**src/rtl/alu_addsub_seq.sv**
```systemverilog
// alu_addsub_seq: multi-cycle add/subtract unit.
// Adds CHUNK bits per cycle, least-significant chunk first, and keeps the
// ripple carry in a register between cycles. Reports carry, signed overflow,
// zero and negative flags with the result.
//
// Handshake (both sides): a transfer happens on a rising edge where
// valid and ready are both 1. in_ready is high only in IDLE and out_valid
// only in DONE. rd and the flags stay stable while out_valid=1 and
// out_ready=0.
//
// Optional build macro ALU_SAT_EN: adds the sat input. When sat=1 and the
// signed result overflows, rd is clamped to the most positive or most
// negative value. flag_z and flag_n follow the clamped rd. flag_c and
// flag_v still describe the unclamped sum.
module alu_addsub_seq #(
  parameter int WIDTH = 32,
  parameter int CHUNK = 8
) (
  input  logic             clk,
  input  logic             reset,
  input  logic             in_valid,
  output logic             in_ready,
  input  logic             op,
  input  logic [WIDTH-1:0] rs1,
  input  logic [WIDTH-1:0] rs2,
`ifdef ALU_SAT_EN
  input  logic             sat,
`endif
  output logic             out_valid,
  input  logic             out_ready,
  output logic [WIDTH-1:0] rd,
  output logic             flag_c,
  output logic             flag_v,
  output logic             flag_z,
  output logic             flag_n,
  output logic [1:0]       o_dbg_state
);

  localparam int NCH  = WIDTH / CHUNK;
  localparam int IDXW = (NCH > 1) ? $clog2(NCH) : 1;
  localparam logic [IDXW-1:0] LAST_IDX = IDXW'(NCH - 1);

  typedef enum logic [1:0] {
    S_IDLE = 2'd0,
    S_BUSY = 2'd1,
    S_DONE = 2'd2
  } state_t;

  state_t           r_state;
  logic [WIDTH-1:0] r_a;
  logic [WIDTH-1:0] r_b;
  logic             r_cy;
  logic [IDXW-1:0]  r_idx;
  logic [WIDTH-1:0] r_rd;
  logic             r_flag_c;
  logic             r_flag_v;
  logic             r_flag_z;
  logic             r_flag_n;
  logic             r_out_valid;
  logic             r_in_ready;
`ifdef ALU_SAT_EN
  logic             r_sat;
`endif

  logic [CHUNK-1:0] w_a_chunk;
  logic [CHUNK-1:0] w_b_chunk;
  logic [CHUNK:0]   w_sum;
  logic             w_msb_cin;
  logic             w_v;
  logic [WIDTH-1:0] w_rd_next;
  logic [WIDTH-1:0] w_rd_final;

  // Chunk adder: current chunk of A and B plus the carry held from the last chunk.
  always_comb begin
    w_a_chunk = r_a[r_idx*CHUNK +: CHUNK];
    w_b_chunk = r_b[r_idx*CHUNK +: CHUNK];
    w_sum     = {1'b0, w_a_chunk} + {1'b0, w_b_chunk} + {{CHUNK{1'b0}}, r_cy};
    // The carry into the top bit is recovered from the top sum bit and its inputs.
    w_msb_cin = w_a_chunk[CHUNK-1] ^ w_b_chunk[CHUNK-1] ^ w_sum[CHUNK-1];
    w_v       = w_msb_cin ^ w_sum[CHUNK];
  end

  // Result with the current chunk merged in. This is only the full sum on the last chunk.
  always_comb begin
    w_rd_next = r_rd;
    w_rd_next[r_idx*CHUNK +: CHUNK] = w_sum[CHUNK-1:0];
  end

  // Final rd value, clamped on overflow when saturation is requested.
  always_comb begin
    w_rd_final = w_rd_next;
`ifdef ALU_SAT_EN
    // On overflow A and B share a sign, and that sign is the sign of the true result.
    if (r_sat && w_v) begin
      w_rd_final = w_a_chunk[CHUNK-1] ? {1'b1, {(WIDTH-1){1'b0}}}
                                      : {1'b0, {(WIDTH-1){1'b1}}};
    end
`endif
  end

  // Control FSM and datapath registers: IDLE accepts, BUSY ripples chunks, DONE holds the result.
  always_ff @(posedge clk or negedge reset) begin
    if (!reset) begin
      r_state     <= S_IDLE;
      r_a         <= '0;
      r_b         <= '0;
      r_cy        <= 1'b0;
      r_idx       <= '0;
      r_rd        <= '0;
      r_flag_c    <= 1'b0;
      r_flag_v    <= 1'b0;
      r_flag_z    <= 1'b0;
      r_flag_n    <= 1'b0;
      r_out_valid <= 1'b0;
      r_in_ready  <= 1'b1;
`ifdef ALU_SAT_EN
      r_sat       <= 1'b0;
`endif
    end else begin
      case (r_state)
        S_IDLE: begin
          if (in_valid) begin
            r_a        <= rs1;
            // Subtraction is done as rs1 + ~rs2 + 1. The +1 is the initial carry.
            r_b        <= op ? ~rs2 : rs2;
            r_cy       <= op;
            r_idx      <= '0;
            r_in_ready <= 1'b0;
            r_state    <= S_BUSY;
`ifdef ALU_SAT_EN
            r_sat      <= sat;
`endif
          end
        end
        S_BUSY: begin
          r_cy  <= w_sum[CHUNK];
          r_idx <= r_idx + 1'b1;
          if (r_idx == LAST_IDX) begin
            r_rd        <= w_rd_final;
            r_flag_c    <= w_sum[CHUNK];
            r_flag_v    <= w_v;
            r_flag_z    <= (w_rd_final == '0);
            r_flag_n    <= w_rd_final[WIDTH-1];
            r_out_valid <= 1'b1;
            r_state     <= S_DONE;
          end else begin
            r_rd <= w_rd_next;
          end
        end
        S_DONE: begin
          if (out_ready) begin
            r_out_valid <= 1'b0;
            r_in_ready  <= 1'b1;
            r_state     <= S_IDLE;
          end
        end
        default: begin
          r_out_valid <= 1'b0;
          r_in_ready  <= 1'b1;
          r_state     <= S_IDLE;
        end
      endcase
    end
  end

  assign in_ready    = r_in_ready;
  assign out_valid   = r_out_valid;
  assign rd          = r_rd;
  assign flag_c      = r_flag_c;
  assign flag_v      = r_flag_v;
  assign flag_z      = r_flag_z;
  assign flag_n      = r_flag_n;
  assign o_dbg_state = r_state;

endmodule

```
**config.mk**
```make
export PLATFORM = sky130hd
export DESIGN_NAME = alu_addsub_seq
export DESIGN_NICKNAME = d
export VERILOG_FILES = /design/src/rtl/alu_addsub_seq.sv
export SDC_FILE = /design/constraint.sdc
export NUM_CORES = 1
export LEC_CHECK = 0
export ABC_CLOCK_PERIOD_IN_PS = 3000
export CAP_MARGIN = 10
export CORE_MARGIN = 1.5
export CORE_UTILIZATION = 46
export CTS_CLUSTER_DIAMETER = 150
export CTS_CLUSTER_SIZE = 14
export DETAILED_ROUTE_END_ITERATION = 6
export PLACE_DENSITY = 0.84
export SETUP_SLACK_MARGIN = 0.2
export SLEW_MARGIN = 20
export SYNTH_ARGS = -nofsm -noshare
export SYNTH_HDL_FRONTEND = slang
export SYNTH_SLANG_ARGS = --single-unit
```
**constraint.sdc**
```tcl
create_clock -name clk -period 3 [get_ports clk]
set_input_delay 0.6 -clock clk [delete_from_list [all_inputs] [get_ports clk]]
set_output_delay 0.6 -clock clk [all_outputs]
set_load 0.02 [all_outputs]
```
==> key figures <==
Setup path
  • Most common cell on crit path: sky130_fd_sc_hd__fa_2
  • Critical path data arrival time: 3.11 ns
  • Crit path max-delay cell type: sky130_fd_sc_hd__mux4_2
  • CP cell instances: mux4_2, fa_2, inv_2, fa_2, nand2b_4, a211oi_2, o21ai_0, a2bb2oi_2, o41ai_2, a22o_1
  • Critical setup path kind: flip-flop to flip-flop
  • Endpoint kind of the worst setup timing path: flip-flop
  • Largest stage delay on the critical path: 0.54 ns
  • Category of the worst setup path launch point: flip-flop
  • Worst Path Required: 3.29 ns
  • Biggest fanout along the worst timing path: 4
  • Worst reg2reg path depth: 10

Synthesis
  • Sequential element share of the synthesized area: 0.513
  • Number of enable flip-flop cells after synthesis: 0
  • Synth Flop Type: sky130_fd_sc_hd__dfrtp_1
  • Synthesized netlist net count: 536
  • FFs w/ async S/R, synth: 1.00
  • Yosys warnings: 0
  • Synthesized area per cell: 11.6 sq um
  • Post-synthesis cell count: 452
  • Cell type with the highest aggregate area in the netlist: sky130_fd_sc_hd__dfrtp_1
  • Number of unique standard cell types used by synthesis: 46
  • Synth top area share: 0.508
  • Cell Area, Synth: 0.00522 sq mm
  • Synth top area cells: sky130_fd_sc_hd__dfrtp_1 (51%), sky130_fd_sc_hd__mux2_2 (6.9%), sky130_fd_sc_hd__mux4_2 (6.9%), sky130_fd_sc_hd__xnor2_1 (5.9%), sky130_fd_sc_hd__a21oi_1 (3.8%)
  • Synth Register Bits: 107

Route
  • Post-DR wirelength/cell: 18.0 um
  • Via total after detailed routing: 4013
  • Residual DRC: 0
  • Number of nets with antenna violations after detailed routing: 0
  • WL final: 12800 um
  • First-pass DRT Iterations: 5
  • Routed vias/inst: 5.67
  • Initial detailed-routing violation count: 165

Finish
  • Filler Cell Count: 856
  • Area growth, synth to finish: 32.3%
  • Share of final-layout standard cells stronger than drive strength 1: 0.176
  • Net count of the finished layout: 647
  • Antenna diode count: 0

Die
  • Initial core utilization: 0.478
  • Top-Level Pins: 109
  • Area of the die: 0.0120 sq mm
  • Area inside the core boundary: 0.0109 sq mm
  • Die X-Extent: 110 um
  • Cell Rows: 38
  • Chip Height: 110 um

Clocking
  • Post-cts hold buffer count: 0
  • CTS tree: done
  • Worst-path clk slew: 0.08 ns
  • Root buffer cell: sky130_fd_sc_hd__clkbuf_16
  • Maximum buffer depth of the clock tree: 2
  • Total clock sinks: 107
  • TritonCTS Buffers: 9
  • CTS H-tree lvls: 3
  • Clk_lat worst skew: 0.35 ns

Place
  • DP HPWL: 9220 um
  • Placer's final routability congestion estimate: 0.929
  • Port bufs: 108

Timing
  • Final hold viol count: 0
  • Maximum achievable frequency: 355 MHz
  • Final critical-path required period: 2.82 ns
  • Final number of setup-violating endpoints: 0
  • Worst clock skew: 0.0134 ns
  • Number of pins exceeding their max-slew limit in the final report: 0
  • Relative slew slack: 0.411
  • Slew of the pin with the lowest slew margin: 0.883 ns
  • Period Utilization, post-route: 0.939
  • Setup_tns: 0 ns
  • RSZ-0062 raised after global routing: yes

Run
  • Count of maximum capacitance violations: 0

Worst hold path
  • Type of the worst min-delay path: input port to asynchronous set/reset pin

Global routing
  • Global-route congestion overflow total: 0
  • Vias in the first global route: 4062
  • GRT Resource Usage Total: 0.229
  • Number of antenna violations at the first check in global routing: 0
  • Global-route wire length before repair: 20900 um
  • Maximum number of pins on one net before global-route repair: 101

Run status
  • Run status: finished clean
-- registers in the layout, indices dropped and copies added (netlist names) --
register     flops
flag_v           1
r_b             32
r_a             32
flag_z           1
flag_c           1
r_cy             1
flag_n           1
r_idx            2
rd              32
out_valid        1
in_ready         1
o_dbg_state      2
-- routing by layer --
metal	vias up	track usage	wire, um
li1	1848	-	-
met1	2000	0.303	5350
met2	140	0.382	6430
met3	25	0.0338	694
met4	0	0.0891	293
met5	-	0	0
-- final cells by class --
type                       instances  area [sq um]  share of cell area
inverter                          12          45.0             0.00652
tap                              140           175              0.0253
clock buffer                      10           239              0.0346
timing repair buffer             121          1200               0.174
multi-input combinational        312          2500               0.362
sequential                       107          2680               0.388
clock inverter                     6          67.6             0.00978
-- synthesized netlist by cell type (2+ instances only) --
cell type and n:
sky130_fd_sc_hd__mux2_2 32, sky130_fd_sc_hd__nor2_1 44, sky130_fd_sc_hd__nor3_1 3, sky130_fd_sc_hd__nor4_1 8, sky130_fd_sc_hd__clkbuf_1 11, sky130_fd_sc_hd__nand2_1 28, sky130_fd_sc_hd__and2_1 2, sky130_fd_sc_hd__o2111ai_1 2
sky130_fd_sc_hd__or3_1 2, sky130_fd_sc_hd__o21bai_1 4, sky130_fd_sc_hd__o31ai_1 2, sky130_fd_sc_hd__mux4_2 16, sky130_fd_sc_hd__nand3_1 5, sky130_fd_sc_hd__dfrtp_1 106, sky130_fd_sc_hd__a2bb2oi_1 2, sky130_fd_sc_hd__nand2b_1 4
sky130_fd_sc_hd__o21ai_1 3, sky130_fd_sc_hd__or4_1 2, sky130_fd_sc_hd__xnor2_1 35, sky130_fd_sc_hd__inv_1 12, sky130_fd_sc_hd__a22o_1 21, sky130_fd_sc_hd__buf_1 5, sky130_fd_sc_hd__ha_1 13, sky130_fd_sc_hd__fa_1 2
sky130_fd_sc_hd__xor2_1 3, sky130_fd_sc_hd__buf_2 5, sky130_fd_sc_hd__a21oi_1 40, sky130_fd_sc_hd__o21ai_0 22
-- cells in the final DEF, fill, tap and decap left out, types with 5 or more instances in the layout --
master                            netlist  final
sky130_fd_sc_hd__nor2_1                44     44
sky130_fd_sc_hd__nand3_1                5      5
sky130_fd_sc_hd__clkdlybuf4s50_1        0    106
sky130_fd_sc_hd__mux2_2                32     32
sky130_fd_sc_hd__nor4_1                 8      8
sky130_fd_sc_hd__a22o_1                21     21
sky130_fd_sc_hd__buf_4                  0     10
sky130_fd_sc_hd__nand2_1               28     28
sky130_fd_sc_hd__clkbuf_16              0      9
sky130_fd_sc_hd__a21oi_1               40     38
sky130_fd_sc_hd__inv_1                 12     11
sky130_fd_sc_hd__dfrtp_1              106    105
sky130_fd_sc_hd__ha_1                  13     12
sky130_fd_sc_hd__o21ai_0               22     21
sky130_fd_sc_hd__xnor2_1               35     35
sky130_fd_sc_hd__mux4_2                16     16
-- worst max-delay path, delay by kind of cell (launching register included) --
kind | cells | cell delay, ns
flip-flops | 1 | 0.43
AO/OA/AOI/OAI | 5 | 0.96
adder cells (fa/ha/maj) | 2 | 0.62
AND/OR/NAND/NOR | 1 | 0.14
multiplexers | 1 | 0.54
buffers and inverters | 1 | 0.07
-- per-stage QoR --
stage	cell area [sq um]	worst slack (ns)	hold WS (ns)	instances	utilization
after floorplan	5270	0.0609	0.304	452	-
after CTS	6870	0.207	0.239	707	0.629
after detailed placement	6530	0.0838	0.479	690	0.597
after global placement	6530	0.166	0.476	690	0.597
after global routing	6910	0.0619	0.267	708	0.632
final	6910	0.182	0.236	708	0.632
-- path summary, 6_finish.rpt --
check                         start  endpoint  slack (ns)
setup reg to reg           r_idx[0]    flag_z        0.18
setup / recovery           r_idx[0]    flag_z        0.18
max in group asynchronous     reset  r_idx[0]        2.02
hold / removal                reset    rd[25]        0.24
min in group clk             flag_v    flag_v        0.50
hold reg to reg              flag_v    flag_v        0.50
-- logic make-up after synthesis --
group | Yosys count | synth area share
muxes | 48 | 0.138
AOI/OAI and AO/OA | 105 | 0.128
xor gates and xnor gates | 38 | 0.0637
and+or+nand+nor | 106 | 0.0932
adders and majority gates | 15 | 0.0388
DFF | 107 | 0.513
buffers and inverters | 33 | 0.0249
-- repair_timing --
item,4_1_cts,5_1_grt
cloned,0,0
pin swaps,1,4
endpoints found under the setup margin,11,11
setup buffers,1,1
gates resized for setup,9,6
endpoints found under the hold margin,0,0
Power is left out: the tool's default activity adds up to more than one toggle a clock period on the data nets, which glitch-free logic cannot reach.
